==> src/rtl/contador_pkg.sv <==
// Shared constants and helpers for the modulo counter.
// Direction/mode encodings and the load clamp function.
package contador_pkg;

  localparam logic DIR_UP    = 1'b1;
  localparam logic DIR_DOWN  = 1'b0;
  localparam logic MODE_WRAP = 1'b0;
  localparam logic MODE_SAT  = 1'b1;

  // Out-of-range load values clamp to the top of the count range.
  function automatic int unsigned clamp_load(
    input int unsigned d,
    input int unsigned modulo
  );
    return (d < modulo) ? d : modulo - 1;
  endfunction

endpackage

==> src/rtl/contador_modulo_next.sv <==
// Next-state logic for the modulo counter.
// Pure combinational: clr > load > en > hold.
module contador_modulo_next
  import contador_pkg::*;
#(
  parameter int WIDTH  = 4,
  parameter int MODULO = 16
) (
  input  logic [WIDTH-1:0] q_i,
  input  logic             en_i,
  input  logic             up_i,
  input  logic             sat_i,
  input  logic             load_i,
  input  logic [WIDTH-1:0] d_i,
  input  logic             clr_i,
  output logic [WIDTH-1:0] next_q_o,
  output logic             wrap_evt_o,
  output logic             sat_evt_o
);

  // One extra bit so q+1 cannot overflow at MODULO = 2**WIDTH.
  localparam logic [WIDTH:0] TOP = (WIDTH+1)'(MODULO - 1);

  logic [WIDTH:0] q_x;
  assign q_x = {1'b0, q_i};

  // Prioritised next-state and event selection.
  always_comb begin
    next_q_o   = q_i;
    wrap_evt_o = 1'b0;
    sat_evt_o  = 1'b0;
    priority case (1'b1)
      clr_i: begin
        next_q_o = '0;
      end
      load_i: begin
        next_q_o = WIDTH'(clamp_load(32'(d_i), MODULO));
      end
      en_i: begin
        if (up_i == DIR_UP) begin
          if (q_x < TOP) begin
            next_q_o = WIDTH'(q_x + 1'b1);
          end else if (sat_i == MODE_SAT) begin
            sat_evt_o = 1'b1;
          end else begin
            next_q_o   = '0;
            wrap_evt_o = 1'b1;
          end
        end else begin
          if (q_x != '0) begin
            next_q_o = WIDTH'(q_x - 1'b1);
          end else if (sat_i == MODE_SAT) begin
            sat_evt_o = 1'b1;
          end else begin
            next_q_o   = WIDTH'(TOP);
            wrap_evt_o = 1'b1;
          end
        end
      end
      default: begin
      end
    endcase
  end

endmodule

==> src/rtl/contador_sincrono_modulo.sv <==
// Parametrised synchronous up/down modulo-N counter.
// Registers, async reset and terminal-count flag.
module contador_sincrono_modulo
  import contador_pkg::*;
#(
  parameter int WIDTH   = 4,
  parameter int MODULO  = 16,
  parameter int RST_VAL = 0
) (
  input  logic             clk,
  input  logic             rst,
  input  logic             clr,
  input  logic             load,
  input  logic [WIDTH-1:0] d,
  input  logic             en,
  input  logic             up,
  input  logic             sat,
  output logic [WIDTH-1:0] q,
  output logic             tc,
  output logic             wrap,
  output logic             sat_hit
);

  localparam logic [WIDTH-1:0] TOP = WIDTH'(MODULO - 1);
  localparam logic [WIDTH-1:0] RV  = WIDTH'(RST_VAL);

  // Reject parameter sets the counter cannot represent.
  if (WIDTH < 1 || MODULO < 2 || ((MODULO - 1) >> WIDTH) != 0) begin : g_bad_mod
    $error("contador_sincrono_modulo: MODULO out of range");
  end
  if (RST_VAL < 0 || RST_VAL >= MODULO) begin : g_bad_rst
    $error("contador_sincrono_modulo: RST_VAL out of range");
  end

  logic [WIDTH-1:0] cnt_q, cnt_d;
  logic             wrap_q, wrap_d;
  logic             sat_hit_q, sat_hit_d;

  contador_modulo_next #(
    .WIDTH  (WIDTH),
    .MODULO (MODULO)
  ) u_next (
    .q_i        (cnt_q),
    .en_i       (en),
    .up_i       (up),
    .sat_i      (sat),
    .load_i     (load),
    .d_i        (d),
    .clr_i      (clr),
    .next_q_o   (cnt_d),
    .wrap_evt_o (wrap_d),
    .sat_evt_o  (sat_hit_d)
  );

  // Count and event-pulse registers with async reset.
  always_ff @(posedge clk or posedge rst) begin
    if (rst) begin
      cnt_q     <= RV;
      wrap_q    <= 1'b0;
      sat_hit_q <= 1'b0;
    end else begin
      cnt_q     <= cnt_d;
      wrap_q    <= wrap_d;
      sat_hit_q <= sat_hit_d;
    end
  end

  // Terminal count warns that the next enabled edge wraps or saturates.
  always_comb begin
    tc = 1'b0;
    if (en) begin
      tc = (up == DIR_UP) ? (cnt_q == TOP) : (cnt_q == '0);
    end
  end

  assign q       = cnt_q;
  assign wrap    = wrap_q;
  assign sat_hit = sat_hit_q;

endmodule

==> config.mk <==
export PLATFORM = sky130hd
export DESIGN_NAME = contador_sincrono_modulo
export DESIGN_NICKNAME = d
export VERILOG_FILES = /design/src/rtl/contador_pkg.sv /design/src/rtl/contador_modulo_next.sv /design/src/rtl/contador_sincrono_modulo.sv
export SDC_FILE = /design/constraint.sdc
export NUM_CORES = 1
export LEC_CHECK = 0
export BUFFER_PORTS_ARGS = -buffer_cell sky130_fd_sc_hd__clkbuf_2
export CAP_MARGIN = 20
export CORE_AREA = 2 2 39 41
export CTS_CLUSTER_DIAMETER = 100
export DETAILED_ROUTE_END_ITERATION = 16
export DIE_AREA = 0 0 41 43
export PLACE_DENSITY = 0.7
export SLEW_MARGIN = 20
export SYNTH_ARGS = -nofsm -noshare
export SYNTH_HDL_FRONTEND = slang
export SYNTH_HIERARCHICAL = 1
export SYNTH_SLANG_ARGS = --single-unit
==> constraint.sdc <==
create_clock -name clk -period 3.38 [get_ports clk]
set_input_delay 0.507 -clock clk [delete_from_list [all_inputs] [get_ports clk]]
set_output_delay 0.507 -clock clk [all_outputs]
set_load 0.1 [all_outputs]
Word level (Yosys, flattened, before mapping)
Index checks and enable logic that the tools add are counted.
Word-level totals
  output and inout bits: 7
  flip-flop bits (word level): 6
  logic and storage cells: 37
  input port bits: 11
Operators by class
  $add $sub $neg: 2
  multiplexer cells: 24
  reductions and logical operators: 4
  $lt $le $gt $ge: 1
  eq/ne operators: 3
Operator list (number)
  2-to-1 mux 4 bit: 8
  2-to-1 mux 1 bit: 16
  inequality test 5 x 4 -> 1 bit, second input constant: 2
  nonzero test 5 bit: 1
  adder 4 x 1 -> 4 bit, second input constant: 1
  == test 4 bit, second input constant: 1
  zero test 4 bit: 1
  < comparator 4 bit, second input constant: 1
  subtractor 4 x 1 -> 4 bit, second input constant: 1
  AND reduction 3 bit: 1
  nonzero test 3 bit: 1

Depth between registers and ports, before layout
Gate-level depths: netlist of run 1.
  depth after elaboration: 6
  depth in mapped cells: 6
  mapped depth without buffers: 6

By module
Netlist of run 1, hierarchy kept.
By module, submodules not included
  contador_modulo_next: sequential area each 0.0 um2, cells each 59, instances 1, area each 400.4 um2
  contador_sincrono_modulo: sequential area each 150.1 um2, cells each 12, instances 1, area each 183.9 um2

Least setup slack after synthesis of run 1
No wires, ideal clock.
  kind: register to output
  from: register cnt_q[0], in the netlist q[0]
  to: output port tc
  arrival time: 2.905 ns
  stages on the path, launching flop included: 3
  setup slack: -0.032 ns
  required time: 2.873 ns
  buffers on the path: 0
  cells stage by stage: dfrtp_1 -> or4_1 -> o22ai_1
On the way
  longest elaborated chain between the ends: 3
  elaborated cells between the ends (all ways): 4
  those cells by class: eq/ne: 1; mux: 2; reduce/logical: 1
Ends and longest elaborated chain
  start, declared: line contador_sincrono_modulo.sv:35  | logic [WIDTH-1:0] cnt_q, cnt_d;
  start signal, assigned: line contador_sincrono_modulo.sv:62  | cnt_q <= cnt_d;
  == test 4 bit / zero test 4 bit (equally long branches): line contador_sincrono_modulo.sv:72  | tc = (up == DIR_UP) ? (cnt_q == TOP) : (cnt_q == '0);
  2-to-1 mux 1 bit *: line contador_sincrono_modulo.sv:72
  2-to-1 mux 1 bit *: line contador_sincrono_modulo.sv:71  | if (en) begin
  end, declared: line contador_sincrono_modulo.sv:19  | output logic tc,
Mark *: on every way between the ends. The rest lies on a longest branch, timed or not.

Worst setup path in the final report of run 1
  from: register cnt_q[3], in the netlist q[3]
  to: output port tc
The elaborated chain is that of the path after synthesis.

==> metrics.csv, run 1 <==
metric;value;unit
outcome;finished clean;
die span in y;43;um
CTS tree;yes;
critical path class;reg2out;
final global-route overflow total;0;
Synth Cell Area;584;sq um
ANT cells;0;
power per standard cell area;370;nW/um^2
FF+latch area;150;sq um
top post-synthesis cells by count;inv_1, dfrtp_1, nand2b_1;
CP endpoint kind;output port;
initial antenna violation count;0;
clock root cell;clkbuf_4;
Synth area leaders;dfrtp_1, nand2b_1, inv_1;
Synth Area in Adders;4.28;%
Synth Instances;71;
die area;1760;sq um
share of cells above drive strength 1;29.5;%
Port Buffer Count;17;
Slew @ Worst Pin;511;ps
core box area;1380;sq um
most frequent cell after synthesis;inv_1;
Setup violations, final;0;
Initial DRC Count;13;
mux contribution to synthesized area;0;%
Compound-Gate Fraction of Synth Area;26.3;%
layout net count;103;
Vias/cell;5.72;
Power Total;0.260;mW
Final Critical Period;2470;ps
H-tree Lvls;1;
Avg Cell Area, Syn;8.23;sq um
Top FF cell, synth;dfrtp_1;
DR WL/cell;13.5;um
RSZ-0062 raised after global routing;no;
Async SR Flop Fraction;100;%
post-synthesis simple-gate area fraction;35.1;%
DRT Pass-1 Iters;4;
final hold viol count;0;
crit-path max FO;15;
fillcell total;133;
synth unique cells;35;
Hold Crit Class;in2async;
worst rel slew slack;65.0;%
I/O pin count;18;
Max-Cap Viols;0;
vias in the first global route;507;
Synth top area share;25.7;%
register bit total from synthesis;6;
starting density of the core;42.2;%
Clock Skews;4.09;ps
Leak;0.319;nW
main combinational cell family by area after synthesis;simple AND/OR/NAND/NOR gates;
hpwl dp;1090;um
period utilization;73.0;%
CP required;2870;ps
clk buf depth;2;
EDFF count, synth;0;
multi-input logic area;390;sq um
cts hold-fix bufs;0;
clock latency on the worst-skew pair;240;ps
CTS sink cnt;6;
routability cong.;0.780;
Worst VDD drop;0.217;mV
Syn Nets;84;
Seq/Total Area, Yosys;25.7;%
routed wire length;1410;um
post-synthesis xor/xnor area fraction;0;%
Die X;41;um
yosys warns;6;
largest net degree at the start of global routing;16;
Worst EP arrival;1960;ps
area leader, netlist;dfrtp_1;
Synth-to-Final Area Change;20.1;%
FMAX;0.405;GHz
first-pass GRT wire length;2190;um
# resized after CTS;0;
setup TNS;0;ps
antenna viol nets, final;0;
Critical Path Start Type;flip-flop;
# rows;14;
# DRC;0;
post-CTS setup buffer count;0;
fin. max-slew vios;0;
clk slew on worst S/H paths;50;ps
CTS buffer count;3;
Total GRT Usage;18.0;%
via count;595;
## layout by cell type (no fill, tap or decap)
| cell type | instances |
|---|---|
| a32o_1 | 1 |
| o311a_1 | 1 |
| nor2b_1 | 4 |
| o22ai_1 | 1 |
| nor2_1 | 3 |
| a211oi_1 | 2 |
| clkbuf_4 | 3 |
| o22ai_2 | 1 |
| o31ai_1 | 1 |
| and4b_1 | 1 |
| nand4_1 | 1 |
| a2111oi_0 | 2 |
| a211o_1 | 1 |
| inv_1 | 9 |
| and2_1 | 1 |
| clkbuf_2 | 17 |
| a31oi_1 | 1 |
| nor3_1 | 2 |
| o311ai_0 | 1 |
| or4_1 | 1 |
| nor3_2 | 1 |
| nand2b_1 | 6 |
| ha_1 | 2 |
| a2111oi_2 | 1 |
| a21oi_1 | 4 |
| o21ai_0 | 1 |
| nand2_1 | 4 |
| dfrtp_1 | 6 |
| nor4_1 | 2 |
| nor4b_1 | 1 |
| nor4b_4 | 1 |
| o21ai_1 | 1 |
| nand3_1 | 2 |
| a211oi_2 | 1 |
| and4_4 | 1 |
## final timing paths
check / start / endpoint / slack [ps] / cells past startpoint
min: rst / wrap / 150 / 2
max reg2reg: q[0] / q[1] / 1570 / 5
max in group asynchronous: rst / q[0] / 3040 / 2
min in group clk: d[2] / q[2] / 530 / 2
max: q[3] / tc / 910 / 3
min reg2reg: q[0] / q[0] / 740 / 2
## flip-flops by register name, summed over array words and instances (netlist names)
| name | cells |
|---|---|
| wrap | 1 |
| q | 4 |
| sat_hit | 1 |
## worst max-delay path, cell delays in order, from the launching register on
cell,delay [ps]
dfrtp_1,530
or4_1,540
o22ai_2,170
clkbuf_2,470
## per-stage QoR
stage | hold WS (ps) | cells | cell area (sq um) | util, % | worst slack, ps
6_report | 149 | 104 | 702 | 50.7 | 913
3_5_place_dp | 414 | 101 | 679 | 49.1 | 1180
4_1_cts | 156 | 104 | 702 | 50.7 | 916
5_1_grt | 178 | 104 | 702 | 50.7 | 858
3_3_place_gp | 417 | 101 | 679 | 49.1 | 1200
2_1_floorplan | 298 | 71 | 591 | - | 532
## routing by layer
| layer | track usage (%) | wire length, um |
|---|---|---|
| met1 | 25.7 | 691 |
| met2 | 25.6 | 652 |
| met3 | 2.62 | 63 |
| met4 | 8.67 | 0 |
| met5 | 0 | 0 |
## cell families (layout without fill, tap and decap cells)
logic type / Yosys count / after routing
adders and majority gates: 2 / 2
and+or+nand+nor: 31 / 31
buffers and inverters: 12 / 29
AOI/OAI and AO/OA: 20 / 20
DFF: 6 / 6
## where the power goes
group / total (mW) / internal [mW] / switching, mW
logic: 0.106 / 0.0320 / 0.0740
clock network: 0.0648 / 0.0401 / 0.0247
registers: 0.0892 / 0.0764 / 0.0129
total: 0.260 / 0.148 / 0.112
## cell type report
| class | count | share of cell area (%) |
|---|---|---|
| Timing Repair Buffer | 17 | 12.1 |
| Multi-Input combinational cell | 53 | 55.6 |
| Clock buffer | 3 | 3.21 |
| Sequential cell | 6 | 21.4 |
| Tap cell | 16 | 2.85 |
| Inverter | 9 | 4.81 |
Note: power is estimated with default switching activity, not from simulation.
==> run 2, diff against run 1 <==
clock period = 2.3 ns   (was 3.38 ns; I/O delays follow)
==> run 2 against run 1 <==
Compared with the run above: total power grew 52%; cell area grew 5.9%; clock power grew 51%; sequential cell count is the same; critical path type unchanged; largest cell class unchanged.
==> metrics.csv, run 2 (synthesis results as in run 1) <==
metric;value;unit;change
outcome;finished clean;;
first-pass GRT wire length;2420;um;+11%
placed cell area;707;sq um;+4.1%
I/O pin count;18;;unchanged
routed wire length;1450;um;+2.8%
number of flip-flops in the largest register;4;;unchanged
most frequent cells in the layout;clkbuf_2, inv_1, nand2b_1;;
DP Worst Slack;534;ps;-642 ps
via count;605;;+1.7%
CTS tree;yes;;
critical path cell sequence;or4_1, o22ai_4, buf_12;;
Post-Layout Cell Count;106;;+1.9%
power per standard cell area;531;nW/um^2;+43%
Hold Crit Class;in2reg;;
clock latency on the worst-skew pair;230;ps;about the same
fin. max-slew vios;0;;unchanged
Initial DRC Count;13;;unchanged
period utilization;88.0;%;
crit-path max cell delay;550;ps;about the same
clk buf depth;2;;unchanged
Worst EP arrival;1680;ps;-280 ps
Final Critical Period;2020;ps;
clk slew on worst S/H paths;50;ps;about the same
worst rel slew slack;63.8;%;-1.2 points
die span in y;43;um;unchanged
antenna viol nets, final;0;;unchanged
ANT cells;0;;unchanged
FMAX;0.494;GHz;
CTS sink cnt;6;;unchanged
H-tree Lvls;1;;unchanged
Vias/cell;5.71;;-0.24%
die area;1760;sq um;unchanged
Worst VDD drop;0.325;mV;+50%
Die X;41;um;unchanged
largest net degree at the start of global routing;16;;unchanged
hpwl dp;1100;um;+0.91%
routability cong.;0.799;;+2.6%
Max-Cap Viols;0;;unchanged
Port Buffer Count;17;;unchanged
CP endpoint kind;output port;;
DRT Pass-1 Iters;4;;unchanged
CTS buffer count;3;;unchanged
final global-route overflow total;0;;unchanged
# resized after CTS;0;;unchanged
layout net count;104;;+0.97%
Final Cell Area;743;sq um;+5.9%
Clock Skews;7.49;ps;+3.40 ps
starting density of the core;42.2;%;unchanged
share of cells above drive strength 1;33.3;%;+3.8 points
setup TNS;0;ps;unchanged
Total GRT Usage;19.6;%;+1.6 points
Critical Path Start Type;flip-flop;;
vias in the first global route;596;;+18%
CP required;1960;ps;-910 ps
Hold WS;370;ps;+221 ps
slowest CP cell;or4_1;;
CP top delay family;simple AND/OR/NAND/NOR gates;;
crit path buf inv count;1;;unchanged
DR WL/cell;13.6;um;+0.83%
RSZ-0062 raised after global routing;no;;
crit-path max FO;15;;unchanged
# rows;14;;unchanged
final hold viol count;0;;unchanged
core box area;1380;sq um;unchanged
clock root cell;clkbuf_4;;
critical path class;reg2out;;
most common cell after layout, fill and taps aside;clkbuf_2;;
Slew @ Worst Pin;545;ps;+33.6 ps
placed insts;101;;unchanged
Setup WS post-layout;276;ps;-637 ps
initial antenna violation count;0;;unchanged
# DRC;0;;unchanged
Synth-to-Final Area Change;27.2;%;
Setup violations, final;0;;unchanged
Leak;0.323;nW;+1.1%
[run 2: path summary, 6_finish.rpt]
kind	startpoint	depth (start not counted)	slack (ps)	to
worst max-delay path	q[3]	3	280	tc
worst min-delay path	d[2]	2	370	q[2]
worst max register to register	q[0]	6	540	q[1]
worst min register to register	q[0]	2	700	q[0]
max in group asynchronous	rst	3	1550	q[2]
min in group asynchronous	rst	3	540	q[3]
[run 2: layer usage]
layer	track usage, %	vias to the layer above	part of all wire [%]
met5	0	-	0
met4	4.67	0	0
met3	4.19	0	4.3
met2	31.6	15	48
met1	25.7	286	48
li1	-	304	-
[run 2: what timing repair did]
item	CTS	global route
setup buffers	0	0
hold buffers	1	0
hold endpoints to repair	3	0
[run 2: where the power goes]
group / switching, mW / leakage [nW] / internal [mW]
clock: 0.0324 / 0.0150 / 0.0653
combinational: 0.111 / 0.233 / 0.0521
sequential: 0.0203 / 0.0741 / 0.114
[run 2: worst reg2reg max path, stage by stage (launching register included)]
cell and delay (ps):
dfrtp_2 470, inv_1 100, ha_1 230, nor4b_4 350
a21oi_1 120, o31ai_1 270, nor4_1 80
[run 2: final cells by class]
cell class	instances	area [sq um]
Fill cell	142	641
Sequential cell	6	155
Timing Repair Buffer	18	110
Inverter	9	33.8
Tap cell	16	20.0
Multi-Input combinational cell	53	398
Clock buffer	4	26.3
[run 2: metrics by stage]
step	power, mW	util (%)
finish	0.395	53.7
CTS	0.398	53.7
floorplan	0.257	-
detailed placement	0.296	51.1
global route	0.423	53.7
global placement	0.294	51.1
